`config.mk`:
```
export PLATFORM = sky130hd
export DESIGN_NAME = uart_tx_arbiter
export DESIGN_NICKNAME = d
export VERILOG_FILES = /design/src/rtl/uart_tx_arbiter.sv
export SDC_FILE = /design/constraint.sdc
export NUM_CORES = 1
export LEC_CHECK = 0
export CORE_MARGIN = 2
export CORE_UTILIZATION = 53
export DETAILED_ROUTE_END_ITERATION = 12
export PLACE_DENSITY = 0.84
export SLEW_MARGIN = 20
export SYNTH_ARGS = -nofsm -noshare
export SYNTH_HDL_FRONTEND = slang
export SYNTH_SLANG_ARGS = --single-unit
```
`constraint.sdc`:
```
create_clock -name clk -period 7.79 [get_ports clk]
set_input_delay 1.1685 -clock clk [delete_from_list [all_inputs] [get_ports clk]]
set_output_delay 1.1685 -clock clk [all_outputs]
set_load 0.02 [all_outputs]
```
`src/rtl/uart_tx_arbiter.sv`:
```
// uart_tx_arbiter: shares one UART transmitter among NUM_REQ byte producers (round-robin by default).
// Define UART_ARB_FIXED_PRIO_EN to select fixed priority (lowest requesting index always wins).
module uart_tx_arbiter #(
    parameter int          NUM_REQ      = 4,
    parameter logic [7:0]  BAUD_DIV     = 8'd16,
    parameter logic [15:0] FRAME_CYCLES = 16'd2720
) (
    input  logic                 clk,
    input  logic                 reset,
    input  logic [NUM_REQ-1:0]   req_valid,
    input  logic [8*NUM_REQ-1:0] req_data,
    output logic [NUM_REQ-1:0]   req_ready,
    output logic [1:0]           address,
    output logic [7:0]           w_data,
    output logic                 write,
    output logic                 read,
    output logic                 busy,
    output logic [2:0]           grant_id
);

    typedef enum logic [2:0] {
        S_INIT_BD,
        S_IDLE,
        S_LOAD,
        S_ENABLE,
        S_WAIT,
        S_DISABLE
    } state_t;

    state_t               state_q, state_d;
    logic [2:0]           last_q, last_d;
    logic [15:0]          cnt_q, cnt_d;
    logic [NUM_REQ-1:0]   req_ready_q, req_ready_d;
    logic [1:0]           address_q, address_d;
    logic [7:0]           w_data_q, w_data_d;
    logic                 write_q, write_d;
    logic                 busy_q, busy_d;
    logic [2:0]           grant_id_q, grant_id_d;

    logic [7:0]           req_byte [8];
    logic [NUM_REQ-1:0]   rot;
    logic [3:0]           start;
    logic [3:0]           off;
    logic [3:0]           sum;
    logic [2:0]           win;
    logic                 found;

    // Pad the byte table to 8 entries so a 3-bit winner index always fits.
    generate
        for (genvar gi = 0; gi < 8; gi++) begin : g_byte
            if (gi < NUM_REQ) begin : g_real
                assign req_byte[gi] = req_data[8*gi +: 8];
            end else begin : g_pad
                assign req_byte[gi] = 8'h00;
            end
        end
    endgenerate

    // Rotate requests so the search starts at last+1, then take the lowest set bit.
    always_comb begin
`ifdef UART_ARB_FIXED_PRIO_EN
        start = 4'd0;
        rot   = req_valid;
`else
        start = {1'b0, last_q} + 4'd1;
        rot   = NUM_REQ'({req_valid, req_valid} >> start);
`endif
        off = 4'd0;
        for (int k = NUM_REQ - 1; k >= 0; k--) begin
            if (rot[k]) off = 4'(k);
        end
        found = |rot;
        sum   = start + off;
        win   = 3'((sum >= 4'(NUM_REQ)) ? sum - 4'(NUM_REQ) : sum);
    end

    // Outputs are computed for the state being entered, so each access lands on its own cycle.
    always_comb begin
        state_d     = state_q;
        last_d      = last_q;
        cnt_d       = cnt_q;
        req_ready_d = '0;
        address_d   = address_q;
        w_data_d    = w_data_q;
        write_d     = 1'b0;
        busy_d      = busy_q;
        grant_id_d  = grant_id_q;
        case (state_q)
            S_INIT_BD: begin
                address_d = 2'b00;
                w_data_d  = BAUD_DIV;
                write_d   = 1'b1;
                state_d   = S_IDLE;
            end
            S_IDLE: begin
                if (found) begin
                    state_d     = S_LOAD;
                    address_d   = 2'b10;
                    w_data_d    = req_byte[win];
                    write_d     = 1'b1;
                    req_ready_d = NUM_REQ'(1) << win;
                    busy_d      = 1'b1;
                    grant_id_d  = win;
`ifndef UART_ARB_FIXED_PRIO_EN
                    last_d      = win;
`endif
                end
            end
            S_LOAD: begin
                state_d   = S_ENABLE;
                address_d = 2'b01;
                w_data_d  = 8'h01;
                write_d   = 1'b1;
                cnt_d     = FRAME_CYCLES - 16'd1;
            end
            S_ENABLE: begin
                state_d = S_WAIT;
            end
            S_WAIT: begin
                if (cnt_q == 16'd0) begin
                    state_d   = S_DISABLE;
                    address_d = 2'b01;
                    w_data_d  = 8'h00;
                    write_d   = 1'b1;
                end else begin
                    cnt_d = cnt_q - 16'd1;
                end
            end
            S_DISABLE: begin
                state_d = S_IDLE;
                busy_d  = 1'b0;
            end
            default: begin
                state_d = S_INIT_BD;
            end
        endcase
    end

    always_ff @(posedge clk) begin
        if (!reset) begin
            state_q     <= S_INIT_BD;
            last_q      <= 3'(NUM_REQ - 1);
            cnt_q       <= 16'd0;
            req_ready_q <= '0;
            address_q   <= 2'b00;
            w_data_q    <= 8'h00;
            write_q     <= 1'b0;
            busy_q      <= 1'b0;
            grant_id_q  <= 3'd0;
        end else begin
            state_q     <= state_d;
            last_q      <= last_d;
            cnt_q       <= cnt_d;
            req_ready_q <= req_ready_d;
            address_q   <= address_d;
            w_data_q    <= w_data_d;
            write_q     <= write_d;
            busy_q      <= busy_d;
            grant_id_q  <= grant_id_d;
        end
    end

    assign req_ready = req_ready_q;
    assign address   = address_q;
    assign w_data    = w_data_q;
    assign write     = write_q;
    assign read      = 1'b0;
    assign busy      = busy_q;
    assign grant_id  = grant_id_q;

endmodule
```
# [Yosys cells after proc, flatten, opt, wreduce, memory -nomap -nowiden]
# Cells that the tools add are included.
[word_totals] inputBits=38 reg_bits=41 out_inout_bits=20 word_cells=64
[op_classes] n_reduce_logical=14 n_shift=2 n_bitwise=1 add_sub_neg=4 n_eq_ne=8 order_cmp=2 mux=24
[ops] op="8-bit two-way mux" n=4
[ops] op="16-bit case mux with 2 select lines" n=1
[ops] op="8-bit case mux with 4 select lines" n=1
[ops] op="8-bit binary-select mux with 3-bit select" n=1
[ops] op="16-bit logical NOT" n=1
[ops] op="16-bit two-way mux" n=1
[ops] op="16-bit by 1-bit subtractor with 16-bit output (second input constant)" n=1
[ops] op="3-bit case mux with 5 select lines" n=1
[ops] op="4-bit two-way mux" n=3
[ops] op="3-bit two-way mux" n=3
[ops] op="2-bit case mux with 4 select lines" n=1
[ops] op="2-bit AND reduction" n=4
[ops] op="8-bit by 4-bit right shift with 4-bit output" n=1
[ops] op="3-bit by 2-bit == test with 1-bit output (second input constant)" n=2
[ops] op="3-bit == test (second input constant)" n=2
[ops] op="2-bit two-way mux" n=3
[ops] op="2-bit inequality test (second input constant)" n=3
[ops] op="3-bit AND reduction" n=2
[ops] op="3-bit by 1-bit adder with 4-bit output (second input constant)" n=1
[ops] op="4-bit adder" n=1
[ops] op="4-bit by 3-bit greater-or-equal comparator with 1-bit output (second input constant)" n=1
[ops] op="4-bit greater-or-equal comparator (second input constant)" n=1
[ops] op="3-bit NOT with 4-bit output" n=1
[ops] op="2-bit nonzero test" n=2
[ops] op="other kinds (10)" n=13

# [Longest topological paths before layout]
# Gate-level depths: netlist of the first run.
[depth] depth_word=15 depth_mapped=13 mapped_depth_nobuf=12

# [Worst setup path before layout of the first run]
# OpenSTA, ideal clock, no wires.
[synth_timing] path_type="input -> register" from="in req_valid[3]" to="reg w_data_q[0] (netlist: w_data[0])" t_required_ns=7.668 slack_ns=3.934 path_buffers=1 setup_ns=0.122 cell_stages=10 arrival_ns=3.734 cell_sequence="nand4b_1 o311ai_1 nor4_1 nand2_1 fa_1 clkbuf_1 mux4_2 nor3b_1 o21ai_0 mux2i_1"
[synth_via] elab_chain_len=14 elab_cells_between_ends=18 classes_between="2 x add/sub; 1 x order compare; 1 x eq/ne; 1 x shift; 10 x mux; 1 x bitwise; 2 x reduce/logical"
[synth_rtl] element="start: declaration" line_no="10" rtl="input logic [NUM_REQ-1:0] req_valid,"
[synth_rtl] element="8-bit by 4-bit right shift with 4-bit output (*)" line_no="66" rtl="rot = NUM_REQ'({req_valid, req_valid} >> start);"
[synth_rtl] element="2-bit two-way mux" line_no="70" rtl="if (rot[k]) off = 4'(k);"
[synth_rtl] element="4-bit two-way mux (3 in series)" line_no="70"
[synth_rtl] element="4-bit adder" line_no="73" rtl="sum = start + off;"
[synth_rtl] element="4-bit by 3-bit greater-or-equal comparator with 1-bit output / 3-bit subtractor (equally long branches)" line_no="74" rtl="win = 3'((sum >= 4'(NUM_REQ)) ? sum - 4'(NUM_REQ) : sum);"
[synth_rtl] element="3-bit two-way mux" line_no="74"
[synth_rtl] element="3-bit NOT with 4-bit output (not written as such)" line_no="99" rtl="w_data_d = req_byte[win];"
[synth_rtl] element="8-bit binary-select mux with 3-bit select" line_no="99"
[synth_rtl] element="8-bit two-way mux (not written as such) (2 in series)" line_no="99"
[synth_rtl] element="8-bit two-way mux" line_no="96" rtl="if (found) begin"
[synth_rtl] element="8-bit case mux with 4 select lines" line_no="88" rtl="case (state_q)"
[synth_rtl] element="end signal: assignment" line_no="156" rtl="w_data_q <= w_data_d;"
[synth_rtl] element="end: declaration" line_no="35" rtl="logic [7:0] w_data_q, w_data_d;"
# Mark *: on every way between the ends. The rest lies on a longest branch, timed or not. The select of a mux whose other input is x is not followed.
# A chain may end at the register's enable or synchronous reset.

# [Worst setup path after layout of the first run]
[layout_timing] from="in req_valid[1]" to="reg w_data_q[4] (netlist: w_data[4])"
# The elaborated chain is that of the path after synthesis.

==> flow_metrics.py, run 1 <==
metrics = {
    "drt": {
        "vias": 2184,
        "drtPass1Iterations": 4,
        "avgViaCountPerCell": 6.00,
        "ant_nets": 0,
        "wire_per_inst_um": 15.2,
        "drcViolationCount": 0,
        "routed_wl_um": 5550,
        "first_iter_violations": 108,
    },
    "timing": {
        "finalWorstSetupSlack_ns": 3.02,
        "hold_viol": 0,
        "fmax_ghz": 0.210,
        "hold_slack_ns": 0.466,
        "fin_crit_sh_pct": 61.2,
        "maxSlewHeadroom_pct": 28.9,
        "worst_slew_pin_slew_ns": 1.06,
        "setup_violations": 0,
        "skew_ns": 0.00315,
        "period_needed_ns": 4.77,
        "final-max-slew-violation-count": 0,
        "grt_setup_unrepaired": "false",
        "timing.setup.tns_ns": 0,
    },
    "cts": {
        "cts.sinks": 40,
        "clk_pin_slew_ns": 0.08,
        "cts_buffer_depth": 2,
        "htree_levels": 2,
        "cts_made_buffers": 5,
        "clkLatencyLatePin_ns": 0.30,
        "cts_tree": "yes",
        "post_cts_buffers": 0,
        "postCtsResizedCells": 0,
        "clockRootBuffer": "clkbuf_8",
        "cts_hold_buf": 0,
    },
    "run": {
        "maxCapViolations": 0,
    },
    "floorplanning": {
        "ios": 58,
        "chipHeight_um": 71.2,
        "die-area_um2": 5070,
        "core_um2": 4350,
        "dieWidth_um": 71.2,
        "start_util_pct": 54.9,
        "rows": 24,
    },
    "global_route": {
        "first_global_vias": 2124,
        "antenna_found_initial": 0,
        "grt_start_max_net_pins": 25,
        "grt_remaining_overflow": 0,
        "gr-usage-all-layers_pct": 23.0,
        "grt_pass1_wl_um": 9500,
    },
    "final_layout": {
        "n_fill_cell": 344,
        "area_growth_pct": 27.1,
        "final_cells": 364,
        "nNetsFinal": 353,
        "antenna_cells": 0,
        "layout-drive-gt1-share_pct": 9.29,
        "seqCellArea_um2": 801,
        "multi_input_area_um2": 1440,
    },
    "synthesis": {
        "yosysSeqAreaShare_pct": 33.5,
        "synth_top_area_share_pct": 33.5,
        "synth.area.top_cells": "dfxtp_1 33%, mux4_2 7.5%, a21oi_1 4.0%, mux2i_1 3.8%, o31a_1 3.7%",
        "synth_common_cells": "40 x dfxtp_1, 22 x nand2_1, 19 x a21oi_1, 15 x inv_1, 13 x o21ai_0",
        "syn_area_per_cell_um2": 9.06,
        "synth_top_area_cell": "dfxtp_1",
        "syn-instance-count": 264,
        "synthArstFlopShare_pct": 0,
        "yosysMostFrequentCell": "dfxtp_1",
        "synth.distinct_cells": 55,
        "yosys_most_used_dff": "dfxtp_1",
        "postSynthNetCount": 306,
        "synth-seq-cells": 40,
        "syn_area_um2": 2390,
        "ys_warn_count": 0,
        "synth-edff-count": 0,
    },
    "setup_path": {
        "startpoint_type": "input pin",
        "setup.worst_path.class": "in -> reg",
        "cp_max_fo": 11,
        "end_kind": "register",
        "cp.arrival_ns": 4.92,
        "cp.required_ns": 7.94,
    },
    "power": {
        "irDropWorstVdd_mv": 0.258,
        "total_power_w": 0.00132,
        "cellLeakagePower_nw": 1.12,
        "pwr_density_cell_nw_per_um2": 436,
    },
    "placed_design": {
        "dp_cells": 356,
        "preCtsSetupSlack_ns": 2.80,
        "portBuffers": 56,
        "gp_congestion": 0.816,
        "hpwl_um": 4100,
    },
    "run_status": {
        "outcome": "complete, no violations",
    },
    "hold_path": {
        "hold_class": "reg -> reg",
    },
}
path summary, 6_finish.rpt:
path | from | to | cells after the start | slack [ns]
max | req_valid[1] | w_data[4] | 10 | 3.02
min | grant_id[0] | grant_id[0] | 2 | 0.47
max reg2reg | last_q[0] | w_data[4] | 9 | 3.70
min reg2reg | grant_id[0] | grant_id[0] | 2 | 0.47
flip-flops by register name (all words and copies together) (netlist names):
register / flops
write: 1
state_q: 3
busy: 1
w_data: 8
grant_id: 2
last_q: 3
req_ready: 4
cnt_q: 16
address: 2
metal layers:
layer  part of all wire [%]  global-route usage (%)  wire length [µm]
met3                    5.1                    6.41               285
met1                     44                    29.8              2450
met5                      0                       0                 0
met4                   0.45                    4.19                25
met2                     50                    38.8              2780
stage by stage:
stage	utilization [%]	area [µm²]
after floorplan	-	2390
after global placement	67.3	2930
after detailed placement	67.3	2930
after CTS	69.8	3040
after global routing	69.8	3040
final	69.8	3040
kinds of logic after synthesis:
kind of cell,count (synthesis),synth area share (%)
buf+inv,32,6.38
mux,18,12.2
fa+ha+maj,4,2.41
compound gates,77,23.0
flops,40,33.5
other cells,1,0.157
xor+xnor,1,0.366
simple gates,91,22.0
area by class of cell:
class / instances / area share, %
Sequential cell: 40 / 26.3
Clock buffer: 5 / 2.26
Inverter: 15 / 1.85
Timing Repair Buffer: 57 / 18.7
Tap cell: 52 / 2.14
Multi-Input combinational cell: 192 / 47.3
Clock inverter: 3 / 1.40
power by group:
part	switching [W]	leakage, nW	internal (W)	total [W]
registers	0.0000744	0.327	0.000272	0.000347
clock network	0.0000779	0.0541	0.0000949	0.000173
logic	0.000431	0.740	0.000374	0.000805
placed cells by master, fill, tap and decap left out, types with 5 or more instances in the layout:
cell / synthesis / layout
a211oi_1: 7 / 7
nand2b_1: 8 / 8
nand2_1: 22 / 22
o21ai_0: 13 / 13
a21oi_1: 19 / 19
mux2i_1: 9 / 9
or3_1: 10 / 10
inv_1: 15 / 15
nor4_1: 6 / 6
nor2_1: 11 / 11
dfxtp_1: 40 / 40
clkdlybuf4s50_1: 0 / 56
mux4_2: 8 / 8
nor3_1: 6 / 6
o31a_1: 10 / 10
clkbuf_8: 0 / 5
critical path: stages:
cell and delay [ns]:
clkdlybuf4s50_1 0.49, inv_1 0.13, o311ai_1 0.14, nor4_1 0.93, nand2_1 0.23, fa_1 0.86, mux4_2 0.36, nor3b_1 0.16
o311ai_0 0.34, mux2i_1 0.11
Note: power is estimated with default switching activity, not from simulation.
==> run 2, diff against run 1 <==
CORE_UTILIZATION = 50   (was 53)
PLACE_DENSITY = 0.8   (was 0.84)
clock period = 4.8 ns   (was 7.79 ns; I/O delays follow)
==> run 2 against run 1 <==
  * Non-clock buffer count up 2
  * Via count down 0.73%
  * Global-route usage down 1.3 points
  * Critical path type unchanged
  * Sequential cell count unchanged
  * Total power up 57%
  * Register-to-register slack worse by 2.4 ns
  * Clock skew up 0.0049 ns
  * Sequential power up 62%
  * Final cell count up 1.1%
  * Highest routed layer unchanged
  * Critical path depth up 1
  * Combinational power up 61%
  * Clock power up 27%
==> flow_metrics.py, run 2 (synthesis results as in run 1) <==
metrics = {
    "timing": {
        "fmax_ghz": 0.268,
        "hold_viol": 0,
        "final-max-slew-violation-count": 0,
        "skew_ns": 0.00802,
        "timing.setup.tns_ns": 0,
        "setup_violations": 0,
        "period_needed_ns": 3.74,
        "fin_crit_sh_pct": 77.8,
        "grt_setup_unrepaired": "false",
        "worst_slew_pin_slew_ns": 1.02,
        "maxSlewHeadroom_pct": 31.8,
    },
    "power": {
        "pwr_density_cell_nw_per_um2": 685,
        "cellLeakagePower_nw": 1.12,
        "irDropWorstVdd_mv": 0.398,
        "total_power_w": 0.00208,
    },
    "placed_design": {
        "gp_congestion": 0.883,
        "placed_area_um2": 2950,
        "portBuffers": 56,
        "hpwl_um": 4050,
    },
    "setup_path": {
        "cp_slowest_stage_delay_ns": 0.80,
        "cp-startpoint": "req_valid[1]",
        "worstReg2RegStart": "last_q[0]",
        "cp.arrival_ns": 3.88,
        "crit_chain": "clkdlybuf4s50_1, inv_1, o311ai_1, nor4_1, buf_4, nand2_1, fa_1, mux4_2, nor3b_1, o311ai_0, mux2i_1",
        "cp_max_fo": 11,
        "cp.required_ns": 4.94,
        "crit_path_top_delay_cell": "fa_1",
        "crit_buf_inv": 3,
        "crit_family": "buffers and inverters",
        "startpoint_type": "input pin",
        "setup.worst_path.class": "in -> reg",
        "end_kind": "register",
    },
    "floorplanning": {
        "chipHeight_um": 73.2,
        "dieWidth_um": 73.2,
        "rows": 25,
        "start_util_pct": 51.3,
        "ios": 58,
        "die-area_um2": 5350,
        "core_um2": 4660,
    },
    "final_layout": {
        "largest_register_ffs": 16,
        "layout_commonest_cell": "clkdlybuf4s50_1",
        "area_growth_pct": 26.8,
        "nNetsFinal": 355,
        "n_fill_cell": 380,
        "finalCoreUtilization_pct": 65.1,
        "stdcell_area_um2": 3030,
        "final_cell_mix": "56 x clkdlybuf4s50_1, 40 x dfxtp_1, 22 x nand2_1",
        "top_register": "cnt_q",
        "layout-drive-gt1-share_pct": 9.87,
        "antenna_cells": 0,
    },
    "global_route": {
        "grt_pass1_wl_um": 9140,
        "grt_start_max_net_pins": 25,
        "grt_remaining_overflow": 0,
        "first_global_vias": 2029,
        "gr-usage-all-layers_pct": 21.7,
        "antenna_found_initial": 0,
    },
    "cts": {
        "cts.sinks": 40,
        "cts_made_buffers": 5,
        "clkLatencyLatePin_ns": 0.29,
        "postCtsResizedCells": 0,
        "clk_pin_slew_ns": 0.08,
        "cts_buffer_depth": 2,
        "cts_hold_buf": 0,
        "cts_tree": "yes",
        "clockRootBuffer": "clkbuf_8",
        "post_cts_buffers": 0,
        "htree_levels": 2,
    },
    "drt": {
        "drcViolationCount": 0,
        "vias": 2168,
        "wire_per_inst_um": 14.5,
        "avgViaCountPerCell": 5.89,
        "ant_nets": 0,
        "first_iter_violations": 91,
        "drtPass1Iterations": 5,
        "routed_wl_um": 5340,
    },
    "run_status": {
        "outcome": "complete, no violations",
    },
    "run": {
        "maxCapViolations": 0,
    },
    "hold_path": {
        "hold_class": "reg -> reg",
        "min_from": "grant_id[0]",
    },
}
## run 2: cell count changes in the layout (fill, tap and decap cells not counted), sizes merged
cell / delta
clkinvlp: -1
bufinv: -1
buf: +2
clkinv: +2
## run 2: final timing paths
check | to | slack, ns | cells past startpoint
setup / recovery | w_data[4] | 1.06 | 11
hold / removal | grant_id[0] | 0.46 | 2
setup reg to reg | w_data[4] | 1.33 | 10
hold reg to reg | grant_id[0] | 0.46 | 2
## run 2: area by class of cell
cell class | instances | area, µm² | share of cell area, %
multi-input combinational | 192 | 1440 | 47.4
sequential | 40 | 801 | 26.4
timing repair buffer | 59 | 583 | 19.2
clock buffer | 5 | 68.8 | 2.27
tap | 54 | 67.6 | 2.23
inverter | 15 | 56.3 | 1.86
clock inverter | 3 | 18.8 | 0.619
## run 2: per-layer routing
metal  GRT usage (%)  wire length, µm  up-vias
li1                -                -     1094
met1            26.9             2330     1002
met2            36.4             2640       65
met5               0                0        -
met3            6.22              310        7
met4            6.17               59        0
## run 2: report_power, final
group | switching, W | internal, W | leakage (nW) | total, W
sequential | 0.000119 | 0.000442 | 0.327 | 0.000561
combinational | 0.000682 | 0.000615 | 0.749 | 0.00130
clock | 0.000119 | 0.000101 | 0.0479 | 0.000220
total | 0.000920 | 0.00116 | 1.12 | 0.00208
## run 2: per-stage QoR
stage	cells	worst slack, ns	hold WS (ns)
final	368	1.06	0.457
after global routing	368	0.863	0.487
after CTS	368	1.07	0.459
after detailed placement	360	0.785	0.446
after global placement	360	0.908	0.444
after floorplan	264	1.39	0.454
## run 2: worst min-delay path, cell delays in order (launching register included)
cell and delay [ns]:
dfxtp_1 0.31, inv_1 0.05, a211oi_1 0.05
